===== config.mk =====
export PLATFORM = sky130hd
export DESIGN_NAME = uart_rx
export DESIGN_NICKNAME = d
export VERILOG_FILES = /design/src/rtl/uart_pkg.sv /design/src/rtl/sync_2ff.sv /design/src/rtl/uart_rx.sv
export SDC_FILE = /design/constraint.sdc
export NUM_CORES = 1
export LEC_CHECK = 0
export ABC_AREA = 1
export BUFFER_PORTS_ARGS = -buffer_cell sky130_fd_sc_hd__buf_2
export CORE_ASPECT_RATIO = 1.75
export CORE_UTILIZATION = 25
export DETAILED_ROUTE_END_ITERATION = 10
export PLACE_DENSITY = 0.37
export SYNTH_ARGS = -nofsm -noshare
export SYNTH_HDL_FRONTEND = slang
export SYNTH_HIERARCHICAL = 1
export SYNTH_SLANG_ARGS = --single-unit

===== constraint.sdc =====
create_clock -name clk -period 2.5 [get_ports clk]
set_input_delay 0.375 -clock clk [delete_from_list [all_inputs] [get_ports clk]]
set_output_delay 0.375 -clock clk [all_outputs]
set_load 0.05 [all_outputs]

===== src/rtl/uart_pkg.sv =====
// Shared UART definitions: receiver state encoding and the bit-period default
// used by both the transmitter and the receiver.
`timescale 1ns/1ps
package uart_pkg;

  // 27 MHz / 115200 baud, rounded.
  localparam int unsigned DEFAULT_CLKS_PER_BIT = 234;
  localparam int unsigned DATA_BITS            = 8;

  typedef enum logic [2:0] {
    IDLE,
    START,
    DATA,
    STOP,
    BREAK
  } rx_state_t;

endpackage : uart_pkg


===== src/rtl/sync_2ff.sv =====
// Two-flop synchroniser for a single asynchronous input.
// The reset value is a parameter, so idle-high and idle-low lines both start clean.
`timescale 1ns/1ps
module sync_2ff #(
  parameter logic RESET_VAL = 1'b0
) (
  input  logic clk,
  input  logic rst_n,
  input  logic d_i,
  output logic q_o
);

  logic meta_q;
  logic sync_q;

  // NOTE: sequential state uses non-blocking assignments, so both flops sample
  // their inputs before either updates and the chain really is two stages deep.
  always_ff @(posedge clk or negedge rst_n) begin
    if (!rst_n) begin
      meta_q <= RESET_VAL;
      sync_q <= RESET_VAL;
    end else begin
      meta_q <= d_i;
      sync_q <= meta_q;
    end
  end

  assign q_o = sync_q;

endmodule : sync_2ff


===== src/rtl/uart_rx.sv =====
// 8N1 UART receiver: mid-bit sampling of a synchronised RX pin, LSB first,
// presenting each byte on a valid/ready holding register.
`timescale 1ns/1ps
module uart_rx
  import uart_pkg::*;
#(
  parameter int unsigned CLKS_PER_BIT = DEFAULT_CLKS_PER_BIT
) (
  input  logic                 clk,
  input  logic                 rst_n,
  input  logic                 rx_i,
  output logic [DATA_BITS-1:0] data_o,
  output logic                 valid_o,
  input  logic                 ready_i,
  output logic                 frame_err_o,
  output logic                 overrun_o,
  output logic                 busy_o
);

  localparam int unsigned CNT_W = $clog2(CLKS_PER_BIT);
  localparam int unsigned IDX_W = $clog2(DATA_BITS);

  localparam logic [CNT_W-1:0] CNT_HALF = CNT_W'((CLKS_PER_BIT - 1) / 2);
  localparam logic [CNT_W-1:0] CNT_LAST = CNT_W'(CLKS_PER_BIT - 1);
  localparam logic [IDX_W-1:0] IDX_LAST = IDX_W'(DATA_BITS - 1);

  logic rx_s;

  sync_2ff #(
    .RESET_VAL (1'b1)
  ) u_sync (
    .clk   (clk),
    .rst_n (rst_n),
    .d_i   (rx_i),
    .q_o   (rx_s)
  );

  rx_state_t            state_q;
  logic [CNT_W-1:0]     cnt_q;
  logic [IDX_W-1:0]     bit_idx_q;
  logic [DATA_BITS-1:0] shreg_q;
  logic [DATA_BITS-1:0] data_q;
  logic                 valid_q;
  logic                 frame_err_q;
  logic                 overrun_q;
  logic                 busy_q;

  always_ff @(posedge clk or negedge rst_n) begin
    if (!rst_n) begin
      state_q     <= IDLE;
      cnt_q       <= '0;
      bit_idx_q   <= '0;
      shreg_q     <= '0;
      data_q      <= '0;
      valid_q     <= 1'b0;
      frame_err_q <= 1'b0;
      overrun_q   <= 1'b0;
      busy_q      <= 1'b0;
    end else begin
      frame_err_q <= 1'b0;
      overrun_q   <= 1'b0;

      // NOTE: a delivery further down assigns valid_q again; the later
      // non-blocking assignment wins, so consume-and-refill keeps valid high.
      if (valid_q && ready_i) valid_q <= 1'b0;

      case (state_q)
        IDLE: begin
          if (!rx_s) begin
            state_q <= START;
            cnt_q   <= '0;
            busy_q  <= 1'b1;
          end
        end

        START: begin
          if (cnt_q == CNT_HALF) begin
            if (!rx_s) begin
              state_q   <= DATA;
              cnt_q     <= '0;
              bit_idx_q <= '0;
            end else begin
              state_q <= IDLE;
              busy_q  <= 1'b0;
            end
          end else begin
            cnt_q <= cnt_q + CNT_W'(1);
          end
        end

        DATA: begin
          if (cnt_q == CNT_LAST) begin
            shreg_q <= {rx_s, shreg_q[DATA_BITS-1:1]};
            cnt_q   <= '0;
            if (bit_idx_q == IDX_LAST) state_q <= STOP;
            else                       bit_idx_q <= bit_idx_q + IDX_W'(1);
          end else begin
            cnt_q <= cnt_q + CNT_W'(1);
          end
        end

        STOP: begin
          if (cnt_q == CNT_LAST) begin
            cnt_q <= '0;
            if (rx_s) begin
              // Leaving mid-stop-bit gives half a bit to catch a back-to-back start.
              state_q <= IDLE;
              busy_q  <= 1'b0;
              if (!valid_q || ready_i) begin
                data_q  <= shreg_q;
                valid_q <= 1'b1;
              end else begin
                overrun_q <= 1'b1;
              end
            end else begin
              state_q     <= BREAK;
              frame_err_q <= 1'b1;
            end
          end else begin
            cnt_q <= cnt_q + CNT_W'(1);
          end
        end

        BREAK: begin
          if (rx_s) begin
            state_q <= IDLE;
            busy_q  <= 1'b0;
          end
        end

        default: begin
          state_q <= IDLE;
          busy_q  <= 1'b0;
        end
      endcase
    end
  end

  assign data_o      = data_q;
  assign valid_o     = valid_q;
  assign frame_err_o = frame_err_q;
  assign overrun_o   = overrun_q;
  assign busy_o      = busy_q;

endmodule : uart_rx


==> results.py <==
metrics = {
    "layout": {
        "final_util_pct": 30.1,
        "stdcell_area_um2": 2150,
        "drive_gt1_share_pct": 17.6,
        "finalNetCount": 258,
        "final_cells": 336,
        "diodes": 0,
        "synthToLayoutAreaGrowth_pct": 17.1,
    },
    "synthesis": {
        "yosysTopAreaCellShare_pct": 46.4,
        "async_reset_ff_share_pct": 100,
        "synth_fp_nets": 240,
        "ys_ff_latch": 36,
        "synthesis.area_um2": 1840,
        "synth.avg_cell_area_um2": 7.95,
        "synthFlopType": "dfrtp_1",
        "yosys-top-cells-area": "dfrtp_1 (46%), nand2_1 (17%), inv_1 (5.3%)",
        "synthCells": 231,
        "yosysSeqAreaShare_pct": 49.2,
        "ys.warnings.count": 6,
        "yosysMostFrequentCell": "nand2_1",
        "synth_common_cells": "nand2_1 (82), dfrtp_1 (34), inv_1 (26)",
        "yosys.area.top_type": "dfrtp_1",
        "synthDistinctLibCells": 23,
        "synth-edff-count": 0,
    },
    "clock_network": {
        "clock_latency_ns": 0.28,
        "clk_pin_slew_ns": 0.06,
        "postCtsHoldBufs": 0,
        "cts_buffers": 5,
        "cts_buffer_depth": 2,
        "cts_setup_buffers": 0,
        "numClockSinks": 36,
        "cts_tree": "yes",
        "cts-root-buf": "clkbuf_16",
        "h-tree-depth": 2,
        "ctsResizeCount": 0,
    },
    "worst_setup_path": {
        "worstPathMaxFanout": 15,
        "setup.worst_path.start_class": "register",
        "worst_setup_path_end_kind": "register",
        "crit_arrival_ns": 1.93,
        "cp.required_ns": 2.67,
        "path_class": "reg -> reg",
    },
    "placement": {
        "portBuffers": 15,
        "routabilityCongestion": 0.791,
        "place_inst": 328,
        "dpl_cell_area_um2": 1990,
        "dpl.hpwl_um": 3120,
    },
    "route": {
        "first_iter_violations": 40,
        "wire_per_inst_um": 12.6,
        "wirelength_um": 4230,
        "drt_first_pass_iters": 4,
        "vias_per_cell": 4.37,
        "vias": 1469,
        "drc_errors": 0,
        "ant_nets": 0,
    },
    "run_status": {
        "status": "completed",
    },
    "sta": {
        "fmax_mhz": 566,
        "finalCritPeriodShare_pct": 70.6,
        "fin_tns_setup_ns": 0,
        "slew_headroom_pct": 43.3,
        "hold_viol": 0,
        "max_slew.worst_pin.slew_ns": 0.850,
        "rsz0062_at_grt": "false",
        "skew_ns": 0.00636,
        "setup_viol": 0,
        "fin_crit_ns": 1.77,
        "drv_slew": 0,
    },
    "grt": {
        "use_met3_pct": 2.68,
        "grt_pass1_vias": 1502,
        "grt_use_met2_pct": 23.6,
        "grtUsageTotal_pct": 12.8,
        "grt_max_degree": 37,
        "grt_pass1_wl_um": 7170,
        "antenna_found_initial": 0,
        "overflow": 0,
        "grt_use_met1_pct": 13.0,
        "top_usage_layer": "met2",
    },
    "floorplanning": {
        "dieArea_um2": 7700,
        "row_count": 41,
        "initial_utilization_pct": 25.7,
        "ioPinCount": 16,
        "die_h_um": 115,
        "die_w_um": 66.8,
        "coreArea_um2": 7130,
    },
    "power_and_ir_drop": {
        "total_power_mw": 1.32,
        "vdd_drop_max_mv": 0.290,
        "p_leak_nw": 1.11,
        "power_density_nw_per_um2": 613,
    },
    "run": {
        "maxCapViolations": 0,
    },
    "hold_path": {
        "hp-class": "in -> async",
    },
}
## path summary, 6_finish.rpt
path	startpoint	endpoint	slack, ns	cells past startpoint
worst max-delay path	cnt_q[1]$_DFFE_PN0P_	data_o[6]$_DFFE_PN0P_	0.73	9
worst min-delay path	rst_n	cnt_q[2]$_DFFE_PN0P_	0.20	1
worst max register to register	cnt_q[1]$_DFFE_PN0P_	data_o[6]$_DFFE_PN0P_	0.73	9
worst min register to register	u_sync/meta_q$_DFF_PN1_	u_sync/q_o$_DFF_PN1_	0.35	0
max in group asynchronous	rst_n	cnt_q[7]$_DFFE_PN0P_	1.76	1
min in group clk	rx_i	u_sync/meta_q$_DFF_PN1_	0.20	1
## metal layers
layer / up-vias / routed length, um
li1: 753 / -
met1: 687 / 1690
met2: 20 / 2330
met3: 9 / 87
met4: 0 / 121
met5: - / 0
## cell families (layout without fill, tap and decap cells)
group	count (synthesis)	after routing	synth area share (%)
AND/OR/NAND/NOR	126	126	29.6
flip-flops	36	36	49.2
buffers and inverters	33	52	7.70
AO/OA/AOI/OAI	30	30	9.61
adder cells (fa/ha/maj)	5	5	3.41
XOR/XNOR	1	1	0.477
## sequential cells by signal, summed over array words and instances (netlist names)
name           count
shreg_q            8
u_sync/q_o         1
frame_err_o        1
valid_o            1
overrun_o          1
busy_o             1
data_o             8
cnt_q              8
u_sync/meta_q      1
bit_idx_q          3
state_q            3
## power by group
| part | total [mW] | internal [mW] | switching [mW] |
|---|---|---|---|
| clock | 0.711 | 0.469 | 0.242 |
| sequential | 0.588 | 0.586 | 0.00164 |
| combinational | 0.0197 | 0.00316 | 0.0166 |
| total | 1.32 | 1.06 | 0.261 |
## layout by cell type (no fill, tap or decap)
master,instances
nand2_1,82
dfrtp_1,34
inv_1,26
nor2_1,15
o21ai_0,15
nand3_1,15
buf_2,15
o21ai_2,7
a21oi_1,5
ha_1,5
clkbuf_16,5
nand2_2,4
inv_2,3
nor3_1,3
o21ai_1,3
nor2_2,2
dfstp_2,2
nor2_4,1
nor3_4,1
nand2_4,1
xor2_1,1
nand4_1,1
or2_2,1
clkbuf_1,1
bufinv_16,1
clkinv_2,1
## worst max-delay path: stages, from the launching register on
cell and delay [ns]:
dfrtp_1 0.43, inv_1 0.10, ha_1 0.14, nand2_1 0.07, nor2_4 0.11, nand2_2 0.13, nor3_4 0.19, nand2_2 0.26
nand2_1 0.16, o21ai_2 0.06
## final cells by class
| class | count | area (um2) |
|---|---|---|
| fill | 781 | 4980 |
| sequential | 36 | 903 |
| clock buffer | 6 | 129 |
| inverter | 29 | 109 |
| multi-input combinational | 162 | 791 |
| tap | 86 | 108 |
| timing repair buffer | 15 | 75.1 |
| clock inverter | 2 | 35.0 |
## stage by stage
step,worst slack [ns],hold slack [ns]
global route,0.556,0.194
global placement,0.680,0.347
finish,0.734,0.196
CTS,0.690,0.196
floorplan,0.965,0.0794
detailed placement,0.691,0.348
Note: power is estimated with default switching activity, not from simulation.
